--- config.mk ---
export PLATFORM = sky130hd
export DESIGN_NAME = xor_unit
export DESIGN_NICKNAME = d
export VERILOG_FILES = /design/src/rtl/xor_unit.sv
export SDC_FILE = /design/constraint.sdc
export NUM_CORES = 1
export LEC_CHECK = 0
export CAP_MARGIN = 25
export CORE_AREA = 2 2 39 41
export DETAILED_ROUTE_END_ITERATION = 10
export DIE_AREA = 0 0 41 43
export GPL_ROUTABILITY_DRIVEN = 0
export PLACE_DENSITY = 0.51
export SLEW_MARGIN = 20
export SYNTH_ARGS = -nofsm -noshare
export SYNTH_HDL_FRONTEND = slang
export SYNTH_SLANG_ARGS = --single-unit
--- constraint.sdc ---
create_clock -name clk -period 1.45 [get_ports clk]
set_input_delay 0.29 -clock clk [delete_from_list [all_inputs] [get_ports clk]]
set_output_delay 0.29 -clock clk [all_outputs]
set_load 0.05 [all_outputs]
--- src/rtl/xor_unit.sv ---
// Bitwise XOR stage with a 2-entry output FIFO, handshaked in/out, and result parity.
// Define XOR_UNIT_POPCNT_EN to add out_popcnt, a per-entry popcount captured at push.
module xor_unit #(
  parameter int WIDTH = 1
) (
  input  logic             clk,
  input  logic             rst_n,
  input  logic             in_valid,
  output logic             in_ready,
  input  logic [WIDTH-1:0] a,
  input  logic [WIDTH-1:0] b,
  output logic             out_valid,
  input  logic             out_ready,
  output logic [WIDTH-1:0] out,
  output logic             out_parity
`ifdef XOR_UNIT_POPCNT_EN
  ,
  output logic [$clog2(WIDTH+1)-1:0] out_popcnt
`endif
);

  logic             push;
  logic             pop;
  logic             wr_idx;
  logic             init_q, init_d;
  logic [1:0]       count_q, count_d;
  logic             head_q, head_d;
  logic [WIDTH-1:0] mem_q [2];
  logic [WIDTH-1:0] mem_d [2];

  // init_q keeps in_ready low until the first edge after reset release
  assign in_ready   = init_q & ~count_q[1];
  assign out_valid  = |count_q;
  assign out        = out_valid ? mem_q[head_q] : '0;
  assign out_parity = ^out;

  always_comb begin
    push    = in_valid & in_ready;
    pop     = out_valid & out_ready;
    wr_idx  = head_q ^ count_q[0];
    init_d  = 1'b1;
    count_d = count_q + {1'b0, push} - {1'b0, pop};
    head_d  = head_q ^ pop;
    mem_d   = mem_q;
    if (push) begin
      mem_d[wr_idx] = a ^ b;
    end
  end

  always_ff @(posedge clk or negedge rst_n) begin
    if (!rst_n) begin
      init_q   <= 1'b0;
      count_q  <= 2'd0;
      head_q   <= 1'b0;
      mem_q[0] <= '0;
      mem_q[1] <= '0;
    end else begin
      init_q   <= init_d;
      count_q  <= count_d;
      head_q   <= head_d;
      mem_q[0] <= mem_d[0];
      mem_q[1] <= mem_d[1];
    end
  end

`ifdef XOR_UNIT_POPCNT_EN
  localparam int PCW = $clog2(WIDTH + 1);

  logic [PCW-1:0] pc_q [2];
  logic [PCW-1:0] pc_d [2];

  function automatic logic [PCW-1:0] popcount(input logic [WIDTH-1:0] v);
    logic [PCW-1:0] n;
    n = '0;
    for (int i = 0; i < WIDTH; i++) begin
      n = n + PCW'(v[i]);
    end
    return n;
  endfunction

  assign out_popcnt = out_valid ? pc_q[head_q] : '0;

  always_comb begin
    pc_d = pc_q;
    if (push) begin
      pc_d[wr_idx] = popcount(a ^ b);
    end
  end

  always_ff @(posedge clk or negedge rst_n) begin
    if (!rst_n) begin
      pc_q[0] <= '0;
      pc_q[1] <= '0;
    end else begin
      pc_q[0] <= pc_d[0];
      pc_q[1] <= pc_d[1];
    end
  end
`endif

endmodule

Word level (Yosys, flattened, before mapping)

Index checks and enable logic that the tools add are counted.

Bitwise logic cells: 9
Multiplexer cells: 7
Reductions and logical operators: 2
Add/subtract/negate cells: 2
Magnitude comparators: 3

Operators by type and width:

| cell                 | count |
|---|---|
| $mux W1              | 5 |
| $ge A2 B2 Y1 const B | 2 |
| $not A1 Y2           | 2 |
| $and A1 B1 Y1        | 3 |
| $xor A1 B1 Y1        | 3 |
| $add A2 B1 Y2        | 1 |
| $bwmux W2            | 1 |
| $lt A2 B1 Y1 const B | 1 |
| $reduce_or A2 Y1     | 1 |
| $sub A2 B1 Y2        | 1 |
| $demux W1 S1         | 1 |
| $logic_and A1 B1 Y1  | 1 |
| $not A1 Y1           | 1 |

Word-level logic and storage cells: 28
Register bits: 6
Input bits: 6
Output and inout bits: 4

Logic depth before layout (Yosys ltp)

Gate-level depths: netlist (run 1).

Depth after elaboration: 7
Depth in mapped cells: 8
Gate-level depth less buffers: 8

Least setup slack after synthesis (run 1)

OpenSTA, ideal clock, no wires.

Path kind: register to register
Start: register count_q[1]
End: register count_q[1]
Clock period less this slack: 1.845 ns
Library setup time: 0.123 ns
Stages on the path, launching flop included: 9
Path slack: -0.395 ns
Buffers on the path: 0
Arrival time: 1.722 ns
Required time: 1.327 ns
Cell sequence: dfrtp_1 -> nor2_1 -> inv_1 -> and2_1 -> ha_1 -> inv_1 -> ha_1 -> xnor2_1 -> xnor2_1

Elaborated cells on any way between the ends: 7
Classes of those cells: 2 x add/sub; 4 x bitwise; 1 x reduce/logical

RTL lines:

| item                     | RTL line | RTL |
|---|---|---|
| start: declaration       | 26       | `logic [1:0] count_q, count_d;` |
| start signal: assignment | 59       | `count_q <= count_d;` |
| $reduce_or A2 Y1         | 33       | `assign out_valid = \|count_q;` |
| named net out_valid      | 12       | `output logic out_valid,` |
| $and A1 B1 Y1            | 39       | `pop = out_valid & out_ready;` |
| $sub A2 B1 Y2            | 42       | `count_d = count_q + {1'b0, push} - {1'b0, pop};` |
| named net count_d[1]     | 26       |  |

The timed path passes the listed nets, and every way through them passes these cells.
A chain may end at the register's enable or synchronous reset.

Final worst setup path (run 1)

Start: register count_q[0]
End: register count_q[1]

Word-level cells in the longest chain between the ends: 3
Elaborated cells on any way between the ends: 4
Classes of those cells: 2 x add/sub; 1 x bitwise; 1 x reduce/logical

Ends and longest elaborated chain:

| item                                                  | RTL line |
|---|---|
| branches (longest 2 deep; another with $add A2 B1 Y2) | n/a |
| $sub A2 B1 Y2 (*)                                     | 42 |
| named net count_d[1]                                  | 26 |

Mark *: on every way through the listed nets, which the timed path passes.

==> results of run 1 <==
[sequential cells by signal (all words and copies together), names as in the netlist]
signal	cells
count_q	2
head_q	1
init_q	1
mem_q	2
[power by group]
group | internal [mW] | switching, mW
Sequential | 0.246 | 0.0649
Clock | 0.0945 | 0.0734
Combinational | 0.597 | 0.535
[cell type report]
| cell class | count | area, sq um | share of cell area [%] |
|---|---|---|---|
| clock buffers | 3 | 22.52 | 3.789 |
| inverters | 4 | 17.52 | 2.947 |
| multi-input cells | 18 | 201.4 | 33.89 |
| flip-flops and latches | 6 | 150.1 | 25.26 |
| well taps | 16 | 20.02 | 3.368 |
| repair buffers | 16 | 182.7 | 30.74 |
[per-stage QoR]
| step | power (mW) | hold slack (ns) |
|---|---|---|
| after floorplan | 0.9325 | -0.005591 |
| final | 1.610 | 0.2865 |
| after global placement | 1.353 | 0.4966 |
| after global routing | 1.710 | 0.3165 |
| after CTS | 1.639 | 0.2854 |
| after detailed placement | 1.385 | 0.5131 |
[metal layers]
| metal | share of wire (%) | up-vias | track usage (%) |
|---|---|---|---|
| met1 | 37 | 121 | 12.79 |
| met5 | 0 | - | 0 |
| met3 | 7.9 | 2 | 3.665 |
| li1 | - | 124 | - |
| met4 | 1.9 | 0 | 10.00 |
| met2 | 53 | 8 | 17.50 |
[cell usage in the layout (no fill, tap or decap), drive strengths merged]
cell type and instances:
ha 2, nand3b 1, mux2 2, mux2i 1, nor2 3, and2 1, clkbuf 3, and2b 1
xnor2 2, nand3 1, clkdlybuf4s50 5, inv 4, buf 11, xor2 3, dfrtp 6, conb 1
[worst max path at each step]
stage	slack, ns	start	end	depth (start not counted)
after floorplan	-0.15	count_q[1]	count_q[1]	8
after global placement	-0.22	out_ready	count_q[1]	7
after detailed placement	-0.22	out_ready	count_q[1]	7
after CTS	-0.09	count_q[1]	count_q[1]	8
after global routing	-0.14	count_q[0]	count_q[1]	8
final	-0.08	count_q[0]	count_q[1]	8
[cell families (layout without fill, tap and decap cells)]
family / count (synthesis) / in the layout / synth area share [%]
simple gates: 7 / 7 / 11.77
flops: 6 / 6 / 47.06
xor+xnor: 5 / 5 / 13.73
buf+inv: 5 / 23 / 7.058
mux: 3 / 3 / 11.37
fa+ha+maj: 2 / 2 / 7.842
other cells: 1 / 1 / 1.175
[timing repair]
action	in CTS	in global routing
pin swaps	5	2
hold buffers	0	0
gates resized for setup	2	0
endpoints found under the setup margin	4	5
setup buffers	2	0
==> reports/metrics.cfg, run 1 <==
[cells_and_area]
syn_to_final_growth_pct=86.27
drive_above_1_share_pct=55.32
stdcell_count=63
final_nets=57
n_fill_cell=129
postLayoutCoreUtil_pct=42.95
antenna_cells=0
final_area_sq_um=594.3

[critical_path]
slowest_stage=dfrtp_1
reg2regPathDepth=8
cpPeakStageDelay_ns=0.40
endpoint_kind=register
r2r_end=count_q[1]
r2r-start=count_q[0]
path_common_cell=ha_4
crit_family=adder cells
cp_num_buf_inv=2
cp.required_ns=1.59
critPathMaxFanout=2
crit_chain=nor2_4, inv_4, and2_4, ha_4, inv_2, ha_4, xnor2_2, xnor2_1
cp.arrival_ns=1.66
regToRegSetupSlack_ns=-0.08
worst-setup-path-type=reg2reg
critPathLaunchType=register

[run_status]
status=finished with violations
violations=setup timing

[sta]
rsz0062_at_grt=true
fmax_mhz=654.9
finalSetupViolCount=2
fin_skew_ns=0.002907
period_share_pct=105.3
period_needed_ns=1.527
hold_violations=0
slew_violations=0
tns_ns=-0.1020
layout_setup_ws_ns=-0.07692

[drt]
postRouteAntennaNets=0
drtIter0Drc=3
wire_per_inst_um=11.05
drt-vias-per-instance=4.048
drt_drc_violations_left=0
drt_pass1_iterations=2
vias=255
drt-total-wl_um=696

[logic_synthesis]
synth_cells=29
synth_nets=37
synth-edff-count=0
syn_area_per_cell_sq_um=11.00
yosysSeqAreaShare_pct=47.06
synthFlopType=dfrtp_1
synthDistinctLibCells=15
yosysTopAreaCellShare_pct=47.06
post-synth-top-count-cell=dfrtp_1
synth_area_sq_um=319.1
synth_largest_area_cell=dfrtp_1
ys_seq_elements=6
synth_area_leaders=dfrtp_1 (47%), xor2_1 (8.2%), ha_1 (7.8%)
synth_common_cells=dfrtp_1 (6), inv_1 (4), nor2_1 (3), xor2_1 (3)
async_reset_ff_share_pct=100.0
ys_warn_count=0

[clock_tree]
clk-insertion-delay-late_ns=0.25
clockBufferDepth=2
cts.htree.levels=1
cts_tree=built
numCtsBuffers=3
numClockSinks=6
root_buffer=clkbuf_4
clk_pin_slew_ns=0.05

[flow_run]
max_cap_violations=0

[die]
rows=14
io_pins=10
start_util_pct=23.06
core_area_sq_um=1384
fp.dieH_um=43
fp.dieW_um=41
dieArea_sq_um=1763

[global_routing]
antenna_found_initial=0
grt_pass1_vias=305
grt_use_total_pct=11.82
grt_max_degree=7
gr-total-overflow=0
grt_first_pass_wirelength_um=1311

[min_path]
min_path_type=in2async

[placement]
dp_hpwl_um=542.8
postPlaceCellArea_sq_um=548.0
place_inst=58
io_buffers=9
pre_cts_ws_ns=-0.2248

[pwr]
vdd_ir_drop_max_v=0.0009199
pwr_density_cell_nw_per_um2=2709
p_leak_nw=0.2729

(Power assumes the default switching activity.)
==> run 2, diff against run 1 <==
--- a/config.mk
+++ b/config.mk
@@ -7,6 +7,7 @@
 export LEC_CHECK = 0
 export CAP_MARGIN = 25
 export CORE_AREA = 2 2 39 41
+export CTS_BUF_LIST = sky130_fd_sc_hd__clkbuf_8
 export DETAILED_ROUTE_END_ITERATION = 10
 export DIE_AREA = 0 0 41 43
 export GPL_ROUTABILITY_DRIVEN = 0
==> reports/metrics.cfg, run 2 (synthesis results as in run 1) <==
[sta]
slew_violations=0  ; unchanged
rsz0062_at_grt=true
finalSetupViolCount=1  ; -1
period_needed_ns=1.522  ; -0.005363 ns
hold_ws_ns=0.3170  ; +0.03046 ns
fmax_mhz=657.2  ; +0.35%
period_share_pct=104.9  ; -0.37 points
fin_skew_ns=0.0006117  ; -0.002295 ns
hold_violations=0  ; unchanged
layout_setup_ws_ns=-0.07155  ; +0.005363 ns

[clock_tree]
clockBufferDepth=2  ; unchanged
numClockSinks=6  ; unchanged
clk-insertion-delay-late_ns=0.23  ; -0.02 ns
numCtsBuffers=3  ; unchanged
cts.htree.levels=1  ; unchanged
clk_pin_slew_ns=0.04  ; about the same
root_buffer=clkbuf_8
cts_tree=built
ctsHoldBuffers=0  ; unchanged

[critical_path]
worst-setup-path-type=reg2reg
cp.required_ns=1.56  ; -0.03 ns
endpoint_kind=register
critPathLaunchType=register
critPathMaxFanout=2  ; unchanged
regToRegSetupSlack_ns=-0.07  ; about the same
cp.arrival_ns=1.63  ; -0.03 ns

[cells_and_area]
n_fill_cell=126  ; -2.3%
reg_top3=count_q: 2 flops, mem_q: 2 flops
drive_above_1_share_pct=55.32  ; unchanged
final_nets=57  ; unchanged
final_common_cell=buf_4
syn_to_final_growth_pct=92.16
postLayoutCoreUtil_pct=44.30  ; +1.4 points
final_area_sq_um=613.1  ; +3.2%
final_cell_mix=buf_4 (7), dfrtp_1 (6), clkdlybuf4s50_1 (5), buf_12 (4)
antenna_cells=0  ; unchanged

[placement]
io_buffers=9  ; unchanged
postPlaceCellArea_sq_um=548.0  ; unchanged
dp_hpwl_um=542.8  ; unchanged

[die]
io_pins=10  ; unchanged
dieArea_sq_um=1763  ; unchanged
fp.dieH_um=43  ; unchanged
fp.dieW_um=41  ; unchanged
core_area_sq_um=1384  ; unchanged
start_util_pct=23.06  ; unchanged
rows=14  ; unchanged

[global_routing]
grt_max_degree=7  ; unchanged
gr-total-overflow=0  ; unchanged
grt_pass1_vias=309  ; +1.3%
grt_use_total_pct=11.41  ; -0.40 points
antenna_found_initial=0  ; unchanged
grt_first_pass_wirelength_um=1283  ; -2.1%

[drt]
wire_per_inst_um=11.06  ; +0.14%
drt_drc_violations_left=0  ; unchanged
drt_pass1_iterations=2  ; unchanged
vias=256  ; +0.39%
drt-vias-per-instance=4.063  ; +0.39%
drtIter0Drc=2  ; -1
postRouteAntennaNets=0  ; unchanged
drt-total-wl_um=697  ; +0.14%

[pwr]
vdd_ir_drop_max_v=0.0007796  ; -15%
p_leak_nw=0.2807  ; +2.8%
pwr_density_cell_nw_per_um2=2781  ; +2.7%

[run_status]
status=finished with violations
violations=setup timing

[min_path]
min_path_type=in2async

[flow_run]
max_cap_violations=0  ; unchanged

[run 2: cell type report]
class,instances,area (sq um),share of cell area (%)
clock buffer,3,41.29,6.735
sequential,6,150.1,24.49
timing repair buffer,16,182.7,29.80
inverter,4,17.52,2.857
tap,16,20.02,3.265
multi-input combinational,18,201.4,32.86
[run 2: worst paths after layout]
path | from | endpoint | depth (start not counted)
max | count_q[0] | count_q[1] | 8
min | rst_n | mem_q[0] | 1
max reg2reg | count_q[0] | count_q[1] | 8
min reg2reg | mem_q[1] | mem_q[1] | 1
max in group asynchronous | rst_n | count_q[0] | 1
min in group clk | mem_q[1] | mem_q[1] | 1
[run 2: report_power, final]
part           internal, mW  switching, mW  total [mW]
clock network         0.179         0.0832       0.263
logic                 0.597          0.535        1.13
registers             0.246         0.0644       0.311
[run 2: layer usage]
metal / share of wire (%) / vias up / global-route usage, %
met4: 2.7 / 0 / 8.000
met3: 8.3 / 2 / 3.665
met2: 54 / 9 / 17.81
li1: - / 124 / -
met5: 0 / - / 0
met1: 35 / 121 / 12.13
[run 2: critical path: stages (launching register included)]
cell and delay, ns:
dfrtp_1 0.40, nor2_4 0.15, inv_4 0.04, and2_4 0.14, ha_4 0.26, inv_2 0.03, ha_4 0.15, xnor2_2 0.12
xnor2_1 0.12
[run 2: repair_timing]
item / 4_1_cts / 5_1_grt
pin swaps: 4 / 1
resized for setup: 2 / 0
setup buffers: 2 / 0
endpoints found under the hold margin: 0 / 0
setup endpoints to repair: 4 / 5
[run 2: through the flow]
stage                     worst slack [ns]  power (mW)   TNS, ns  std cells
after global routing               -0.1393       1.805   -0.2142         63
after global placement             -0.2186       1.353   -0.2482         58
final                             -0.07155       1.705  -0.07155         63
after CTS                         -0.08956       1.728   -0.1028         63
after detailed placement           -0.2248       1.385   -0.2597         58
after floorplan                    -0.1505      0.9325   -0.2649         29
==> run 3, diff against run 2 <==
--- a/config.mk
+++ b/config.mk
@@ -8,10 +8,12 @@
 export CAP_MARGIN = 25
 export CORE_AREA = 2 2 39 41
 export CTS_BUF_LIST = sky130_fd_sc_hd__clkbuf_8
+export CTS_CLUSTER_DIAMETER = 120
 export DETAILED_ROUTE_END_ITERATION = 10
 export DIE_AREA = 0 0 41 43
 export GPL_ROUTABILITY_DRIVEN = 0
-export PLACE_DENSITY = 0.51
+export PLACE_DENSITY_LB_ADDON = 0.1
+export SKIP_CTS_REPAIR_TIMING = 1
 export SLEW_MARGIN = 20
 export SYNTH_ARGS = -nofsm -noshare
 export SYNTH_HDL_FRONTEND = slang
==> reports/metrics.cfg, run 3 (synthesis results as in run 1) <==
[run_status]
status=finished with violations
violations=setup timing

[pwr]
pwr_density_cell_nw_per_um2=2790  ; +0.34%
vdd_ir_drop_max_v=0.001057  ; +36%
power_frac_comb_pct=67.0  ; +0.6 points
power_switching_mw=0.6857  ; +0.49%
total_power_mw=1.732  ; +1.6%
pwr-share-clk_pct=14.8  ; -0.6 points
p_int_mw=1.046  ; +2.3%
p_leak_nw=0.2853  ; +1.7%
p_sw_share_pct=39.60  ; -0.42 points
seqPwrFrac_pct=18.2  ; about the same

[drt]
drt-vias-per-instance=3.953  ; -2.7%
drt_drc_violations_left=0  ; unchanged
drtIter0Drc=5  ; +3
wire_per_inst_um=11.02  ; -0.43%
drt-total-wl_um=705  ; +1.1%
postRouteAntennaNets=0  ; unchanged
drt_pass1_iterations=4  ; +2
vias=253  ; -1.2%

[critical_path]
endpoint_kind=register
critPathLaunchType=register
r2r_end=count_q[1]
cp.required_ns=1.56  ; about the same
cp.arrival_ns=1.63  ; about the same
r2r-start=count_q[1]
startpoint=count_q[1]
critPathMaxFanout=2  ; unchanged
worst-setup-path-type=reg2reg
reg2regPathDepth=8  ; unchanged
regToRegSetupSlack_ns=-0.08  ; about the same

[sta]
fin_skew_ns=0.002871  ; +0.002259 ns
slew_violations=0  ; unchanged
rsz0062_at_grt=true
hold_violations=0  ; unchanged
layout_setup_ws_ns=-0.07816  ; -0.006606 ns
finalSetupViolCount=2  ; +1
fmax_mhz=654.4  ; -0.43%
period_share_pct=105.4  ; +0.46 points
period_needed_ns=1.528  ; +0.006606 ns

[cells_and_area]
reg_top3=count_q: 2 flops, mem_q: 2 flops
syn_to_final_growth_pct=94.51
drive_above_1_share_pct=56.25  ; +0.93 points
final_common_cell=buf_4
postLayoutCoreUtil_pct=44.85  ; +0.54 points
final_cell_mix=buf_4 (8), dfrtp_1 (6), clkdlybuf4s50_1 (5), buf_12 (4)
final_nets=58  ; +1.8%
antenna_cells=0  ; unchanged
stdcell_count=64  ; +1.6%

[global_routing]
gr-total-overflow=0  ; unchanged
grt_pass1_vias=248  ; -20%
antenna_found_initial=0  ; unchanged
grt_first_pass_wirelength_um=1097  ; -14%
grt_use_total_pct=10.21  ; -1.2 points
grt_max_degree=7  ; unchanged

[clock_tree]
cts_tree=built
numClockSinks=6  ; unchanged
numCtsBuffers=3  ; unchanged
clk_pin_slew_ns=0.04  ; about the same
clockBufferDepth=2  ; unchanged
clk-insertion-delay-late_ns=0.22  ; about the same
cts.htree.levels=1  ; unchanged
root_buffer=clkbuf_8

[min_path]
min_path_type=in2async

[die]
rows=14  ; unchanged
start_util_pct=23.06  ; unchanged
dieArea_sq_um=1763  ; unchanged
core_area_sq_um=1384  ; unchanged
io_pins=10  ; unchanged
fp.dieH_um=43  ; unchanged
fp.dieW_um=41  ; unchanged

[placement]
dp_hpwl_um=487.7  ; -10%
pre_cts_ws_ns=-0.2249  ; -0.00003600 ns
place_inst=58  ; unchanged
io_buffers=9  ; unchanged

[flow_run]
max_cap_violations=0  ; unchanged

-- run 3: changes by cell type in the layout (fill, tap and decap cells not counted), sizes merged --
| cell | previous run | this run |
|---|---|---|
| buf | 11 | 12 |
-- run 3: power by group through the flow --
| stage | Clock (mW) | Sequential [mW] | Combinational [mW] |
|---|---|---|---|
| 5_1_grt | 0.273 | 0.324 | 1.23 |
| 3_5_place_dp | 0 | 0.313 | 1.07 |
| 6_report | 0.256 | 0.315 | 1.16 |
| 3_3_place_gp | 0 | 0.312 | 1.05 |
| 2_1_floorplan | 0 | 0.315 | 0.617 |
| 4_1_cts | 0.268 | 0.313 | 1.09 |
-- run 3: layout make-up --
class	instances	area [sq um]
Fill cell	134	763.2
Inverter	4	17.52
Clock buffer	3	41.29
Tap cell	16	20.02
Multi-Input combinational cell	18	201.4
Timing Repair Buffer	17	190.2
Sequential cell	6	150.1
-- run 3: worst max-delay path: stages (launching register included) --
cell     delay (ns)
dfrtp_1        0.40
nor2_4         0.15
inv_4          0.04
and2_4         0.14
ha_4           0.25
inv_2          0.04
ha_4           0.15
xnor2_2        0.12
xnor2_1        0.12
-- run 3: worst max path at each step --
stage | to | cells past startpoint
after floorplan | count_q[1] | 8
after global placement | count_q[1] | 7
after detailed placement | count_q[1] | 7
after CTS | count_q[1] | 8
after global routing | count_q[1] | 8
final | count_q[1] | 8
-- run 3: per-layer routing --
metal / track usage (%) / vias up / share of wire [%]
li1: - / 126 / -
met1: 11.84 / 123 / 43
met2: 13.44 / 4 / 52
met3: 3.665 / 0 / 4.3
met4: 10.00 / 0 / 0
met5: 0 / - / 0
-- run 3: stage by stage --
stage,setup TNS [ns],instance area [sq um],hold WS (ns)
floorplan,-0.2649,367.9,-0.005591
global placement,-0.2377,548.0,0.4965
detailed placement,-0.2398,548.0,0.4971
CTS,-0.2555,589.3,0.3174
global route,-0.1733,620.6,0.3452
finish,-0.08345,620.6,0.3134
